<file path="config.mk">
export PLATFORM = sky130hd
export DESIGN_NAME = spike_aer_out
export DESIGN_NICKNAME = d
export VERILOG_FILES = /design/src/rtl/spike_aer_out.sv
export SDC_FILE = /design/constraint.sdc
export NUM_CORES = 1
export LEC_CHECK = 0
export ABC_AREA = 1
export CORE_MARGIN = 3
export CORE_UTILIZATION = 25
export DETAILED_ROUTE_END_ITERATION = 8
export MAX_ROUTING_LAYER = met4
export PLACE_DENSITY = 0.44
export SLEW_MARGIN = 25
export SYNTH_ARGS = -nofsm -noshare
export SYNTH_HDL_FRONTEND = slang
export SYNTH_SLANG_ARGS = --single-unit
</file>
<file path="constraint.sdc">
create_clock -name CLK -period 2.4 [get_ports CLK]
set_clock_uncertainty 0.15 [all_clocks]
set_input_delay 0.72 -clock CLK [delete_from_list [all_inputs] [get_ports CLK]]
set_output_delay 0.72 -clock CLK [all_outputs]
set_load 0.1 [all_outputs]
</file>
<file path="src/rtl/spike_aer_out.sv">
// Output spike FIFO plus 4-phase REQ/ACK AER transmitter with occupancy and drop status.
// Optional macro SPIKE_AER_ACK_SYNC_EN adds a 2-flop synchronizer on aerout_ack_i.
module spike_aer_out #(
    parameter int M      = 8,
    parameter int DEPTH  = 16,
    parameter int DROP_W = 8
) (
    input  logic                     CLK,
    input  logic                     RST_N,
    input  logic                     neuron_spike_i,
    input  logic [M-1:0]             neuron_idx_i,
    input  logic                     clr_status_i,
    output logic [M-1:0]             aerout_addr_o,
    output logic                     aerout_req_o,
    input  logic                     aerout_ack_i,
    output logic [$clog2(DEPTH):0]   fifo_count_o,
    output logic                     fifo_empty_o,
    output logic                     overflow_o,
    output logic [DROP_W-1:0]        drop_cnt_o
);
    localparam int AW = $clog2(DEPTH);
    localparam int PW = AW + 1;

    typedef enum logic [1:0] {IDLE, SETUP, REQ, ACKLO} aer_st_t;

    aer_st_t          st;
    logic [M-1:0]     mem [DEPTH];
    logic [PW-1:0]    wr_ptr, rd_ptr;
    logic [PW-1:0]    count_nxt;
    logic             full, empty, push, pop, drop, ack_s;

`ifdef SPIKE_AER_ACK_SYNC_EN
    logic [1:0] ack_sync;
    always_ff @(posedge CLK or negedge RST_N) begin
        if (!RST_N) ack_sync <= 2'b00;
        else        ack_sync <= {ack_sync[0], aerout_ack_i};
    end
    assign ack_s = ack_sync[1];
`else
    assign ack_s = aerout_ack_i;
`endif

    // Extra pointer MSB distinguishes full from empty when the index bits match.
    assign empty = (wr_ptr == rd_ptr);
    assign full  = (wr_ptr[AW] != rd_ptr[AW]) && (wr_ptr[AW-1:0] == rd_ptr[AW-1:0]);
    assign pop   = (st == REQ) && ack_s;
    assign push  = neuron_spike_i && (!full || pop);
    assign drop  = neuron_spike_i && full && !pop;

    always_comb begin
        count_nxt = fifo_count_o;
        if (push && !pop)      count_nxt = fifo_count_o + PW'(1);
        else if (pop && !push) count_nxt = fifo_count_o - PW'(1);
    end

    always_ff @(posedge CLK) begin
        if (push) mem[wr_ptr[AW-1:0]] <= neuron_idx_i;
    end

    always_ff @(posedge CLK or negedge RST_N) begin
        if (!RST_N) begin
            wr_ptr       <= '0;
            rd_ptr       <= '0;
            fifo_count_o <= '0;
            fifo_empty_o <= 1'b1;
        end else begin
            if (push) wr_ptr <= wr_ptr + PW'(1);
            if (pop)  rd_ptr <= rd_ptr + PW'(1);
            fifo_count_o <= count_nxt;
            fifo_empty_o <= (count_nxt == '0);
        end
    end

    // A drop in the same cycle as a clear leaves exactly that one drop recorded.
    always_ff @(posedge CLK or negedge RST_N) begin
        if (!RST_N) begin
            overflow_o <= 1'b0;
            drop_cnt_o <= '0;
        end else if (drop) begin
            overflow_o <= 1'b1;
            if (clr_status_i)          drop_cnt_o <= DROP_W'(1);
            else if (drop_cnt_o != '1) drop_cnt_o <= drop_cnt_o + DROP_W'(1);
        end else if (clr_status_i) begin
            overflow_o <= 1'b0;
            drop_cnt_o <= '0;
        end
    end

    // Address is loaded one cycle before REQ rises so it is stable at the receiver.
    always_ff @(posedge CLK or negedge RST_N) begin
        if (!RST_N) begin
            st            <= IDLE;
            aerout_addr_o <= '0;
            aerout_req_o  <= 1'b0;
        end else begin
            case (st)
                IDLE: if (!empty) begin
                    aerout_addr_o <= mem[rd_ptr[AW-1:0]];
                    st            <= SETUP;
                end
                SETUP: begin
                    aerout_req_o <= 1'b1;
                    st           <= REQ;
                end
                REQ: if (ack_s) begin
                    aerout_req_o <= 1'b0;
                    st           <= ACKLO;
                end
                ACKLO: if (!ack_s) st <= IDLE;
                default: st <= IDLE;
            endcase
        end
    end
endmodule

</file>
==> run summary <==
The share of async-settable or async-resettable flops after synthesis came out at 22.0%. For the required time of the worst setup path, the log shows 2.38 ns. Cells with a size suffix above 1 make up 17.9% of the layout.

The worst setup path is captured at a flop. After clock tree synthesis, the setup repair step added 0 buffers. OpenSTA, run right after detailed placement, puts the worst setup slack at -0.108 ns. In the post-synthesis netlist, the biggest area contributors are sky130_fd_sc_hd__edfxtp_1, sky130_fd_sc_hd__dfrtp_1, sky130_fd_sc_hd__nor2_1, sky130_fd_sc_hd__o21ai_0, sky130_fd_sc_hd__nand2_1. The relative area change from synthesis to final layout was 26.4%. Number of vias in the routed layout: 4771. The critical path starts at wr_ptr[0]$_DFFE_PN0P_.

The period utilization is 90.0%, and the synthesized area per cell is 11.2 um2. VDD sags by at most 0.000646 V. The sort of element at the start of the critical path was a flop.

The total count of hold-check failures in the final report came out at 0. Routed wire length: 18000 um. Gates resized during post-CTS repair numbered 0. Entering global routing, the biggest net connects 35 pins. The tools report the switching power of the nets as 4.80 mW. In this run the clock root is driven by a sky130_fd_sc_hd__clkbuf_16. The first-pass detailed-route iteration total is 5. The number of hold-repair buffers added at the cts stage came out at 0.

The library cell used most frequently in the layout, excluding fill and tap cells, is sky130_fd_sc_hd__edfxtp_1. Global routing finished with a remaining overflow of 0. In this run the number of H-tree levels came out at 4. TritonCTS built the clock tree.

For this run, the top clock speed supported by timing is 0.463 GHz. The worst max-slew margin expressed relative to the limit was 70.7%. Setup violations remaining at the end of the flow were counted as 0.

Synthesis inferred 164 register bits. The floorplan step defined a die boundary enclosing 0.0305 mm2. The placement row count is 61.

The tools report the total of max-cap violations as 0. Combinational logic burns 42.3% of the power. The synthesized netlist occupies a cell area of 0.00711 mm2. Once the floorplan was initialized, standard cells occupied 25.5% of the core.

The Yosys step of the flow raised 0 warnings. Global routing consumed, over all layers together, 12.4% of the routing resources. Number of DRC markers in iteration 0: 383. The count of flip-flops with a built-in enable after synthesis is 128. The run finished with clean final reports. The run gives 0 as the residual DRC count. The number of antenna diodes is 0, and the floorplan die height is 175 um. The congestion estimate from routability-driven global placement came to 0.806. The slew of the pin with the lowest slew margin was 0.439 ns. On the final layout, the worst hold slack is 0.0771 ns.

The share of the synthesized area in the top cell type came out at 54.0%. The startpoint identified for the worst register-to-register timing path is wr_ptr[0]$_DFFE_PN0P_. The standard cell core area was 0.0279 mm2; the number of I/O port buffers was 36. The number of clock buffers added by TritonCTS is 17. The die outline width came out at 175 um.

Of the total power, the share spent switching nets is 42.4%. The min-delay analysis places its worst path in the category in2async. No sink is reached through more buffers than the 2 on the longest clock path. The post-detailed-placement half-perimeter wirelength is 12200 um, and the worst-path maximum fanout is 8. The total power per unit cell area came out at 1260 mW/mm2. Setup repair after global routing left no endpoint under its margin. After detailed routing, the average wire length per cell comes to 16.3 um. The cell count after synthesis came out at 634. The run gives 0 ns as the setup TNS. Leaving out fill and tap cells, the most frequent cells in the layout are sky130_fd_sc_hd__edfxtp_1, sky130_fd_sc_hd__nor2_1, sky130_fd_sc_hd__nand2_1. The total internal power was 6.52 mW.

The arrival time reported for the critical path endpoint is 2.14 ns, and the clock network fraction of total power is 23.0%. The number of antenna violations at the first check in global routing came out at 0. The CTS clock-pin slew for the worst setup and hold paths came out at 0.06 ns. The number of sinks handled by clock tree synthesis was 164; the number of global-route vias before repair was 4674.

The worst reg2reg path depth was 12; the wire length of the first global-routing pass was 27800 um. In the final design database the tool counted 737 nets. The critical path start-end classification is reg2reg. Setup slack closes at 0.240 ns. The post-synthesis net count was 659; the clock latency on the worst-skew pair was 0.43 ns. The max-slew violation count is 0. For the finished layout, the period the worst path requires is 2.16 ns. Summing internal, switching and leakage power gives 11.3 mW.

In this run, flip-flops and latches consume 34.7% of the power. The routed via count divided by cell count was 4.33; the static leakage was 3.35 nW. In the synthesized netlist the dominant register cell turns out to be sky130_fd_sc_hd__edfxtp_1. The logs give 0 for the number of nets with antenna violations after routing and 30 for the number of library cell types mapped by synthesis.

The cell taking the most area after synthesis is sky130_fd_sc_hd__edfxtp_1. For this design the top-level I/O count stands at 37. The share of the Yosys chip area taken by registers is 66.7%.
[final cells by class]
| cell class | instances | area (um2) |
|---|---|---|
| Timing Repair Buffer | 86 | 971 |
| Tap cell | 378 | 473 |
| Sequential cell | 164 | 4750 |
| Clock inverter | 13 | 126 |
| Multi-Input combinational cell | 401 | 2080 |
| Inverter | 42 | 158 |
| Clock buffer | 19 | 433 |
| Fill cell | 2872 | 18900 |
[Yosys cell counts, drive strengths merged (11+ instances only)]
cell type,count
a21oi,11
buf,13
clkbuf,14
dfrtp,35
edfxtp,128
ha,12
inv,42
nand2,84
nand3,25
nor2,127
o211ai,16
o21ai,71
o22ai,19
xor2,16
[logic make-up after synthesis]
kind of cell | Yosys count | share of synthesized area, %
AOI/OAI and AO/OA | 122 | 9.57
adders and majority gates | 12 | 2.11
and+or+nand+nor | 250 | 15.5
DFF | 164 | 66.7
buffers and inverters | 69 | 4.03
xor gates and xnor gates | 17 | 2.09
[power by group through the flow]
stage                     combinational, mW  clock [mW]  sequential [mW]
final                                  4.80        2.60             3.93
after global routing                   5.22        2.80             3.99
after CTS                              4.85        2.67             3.93
after detailed placement               4.83           0             3.99
after global placement                 4.84           0             4.00
after floorplan                        2.31           0             4.71
[registers in the layout (all words and copies together) (netlist names)]
register / cells
aerout_addr_o: 8
aerout_req_o: 1
mem: 128
overflow_o: 1
fifo_empty_o: 1
st: 2
fifo_count_o: 5
drop_cnt_o: 8
rd_ptr: 5
wr_ptr: 5
[critical path, stage by stage, from the launching register on]
cell and delay (ns):
sky130_fd_sc_hd__dfrtp_1 0.44, sky130_fd_sc_hd__inv_1 0.19, sky130_fd_sc_hd__nand2_2 0.05, sky130_fd_sc_hd__nand2_1 0.08, sky130_fd_sc_hd__nor2_2 0.06, sky130_fd_sc_hd__nand3_4 0.12
sky130_fd_sc_hd__inv_2 0.06, sky130_fd_sc_hd__nand2_4 0.06, sky130_fd_sc_hd__nand2_4 0.06, sky130_fd_sc_hd__inv_1 0.15, sky130_fd_sc_hd__nand2_2 0.12, sky130_fd_sc_hd__nor2_1 0.13
sky130_fd_sc_hd__buf_4 0.19
[metal layers]
| metal | GRT usage, % | wire length [um] |
|---|---|---|
| met4 | 3.03 | 150 |
| met2 | 18.3 | 8150 |
| met5 | - | 0 |
| met1 | 17.2 | 8950 |
| met3 | 2.96 | 737 |
[per-stage QoR]
step                      cells  instance area (um2)  utilization, %
final                      1103                 8990            32.2
after global routing       1103                 8990            32.2
after CTS                  1103                 8990            32.2
after detailed placement   1071                 8430            30.2
after global placement     1071                 8430            30.2
after floorplan             634                 7120               -
[final timing paths]
| check | end | slack (ns) |
|---|---|---|
| max | mem[0][0]$_DFFE_PP_ | 0.24 |
| min | drop_cnt_o[4]$_DFFE_PN0P_ | 0.08 |
| max reg2reg | mem[0][0]$_DFFE_PP_ | 0.24 |
| min reg2reg | rd_ptr[4]$_DFFE_PN0P_ | 0.34 |
| max in group asynchronous | drop_cnt_o[0]$_DFFE_PN0P_ | 1.55 |
| min in group CLK | rd_ptr[4]$_DFFE_PN0P_ | 0.34 |
Power figures use the tool's default switching activity.
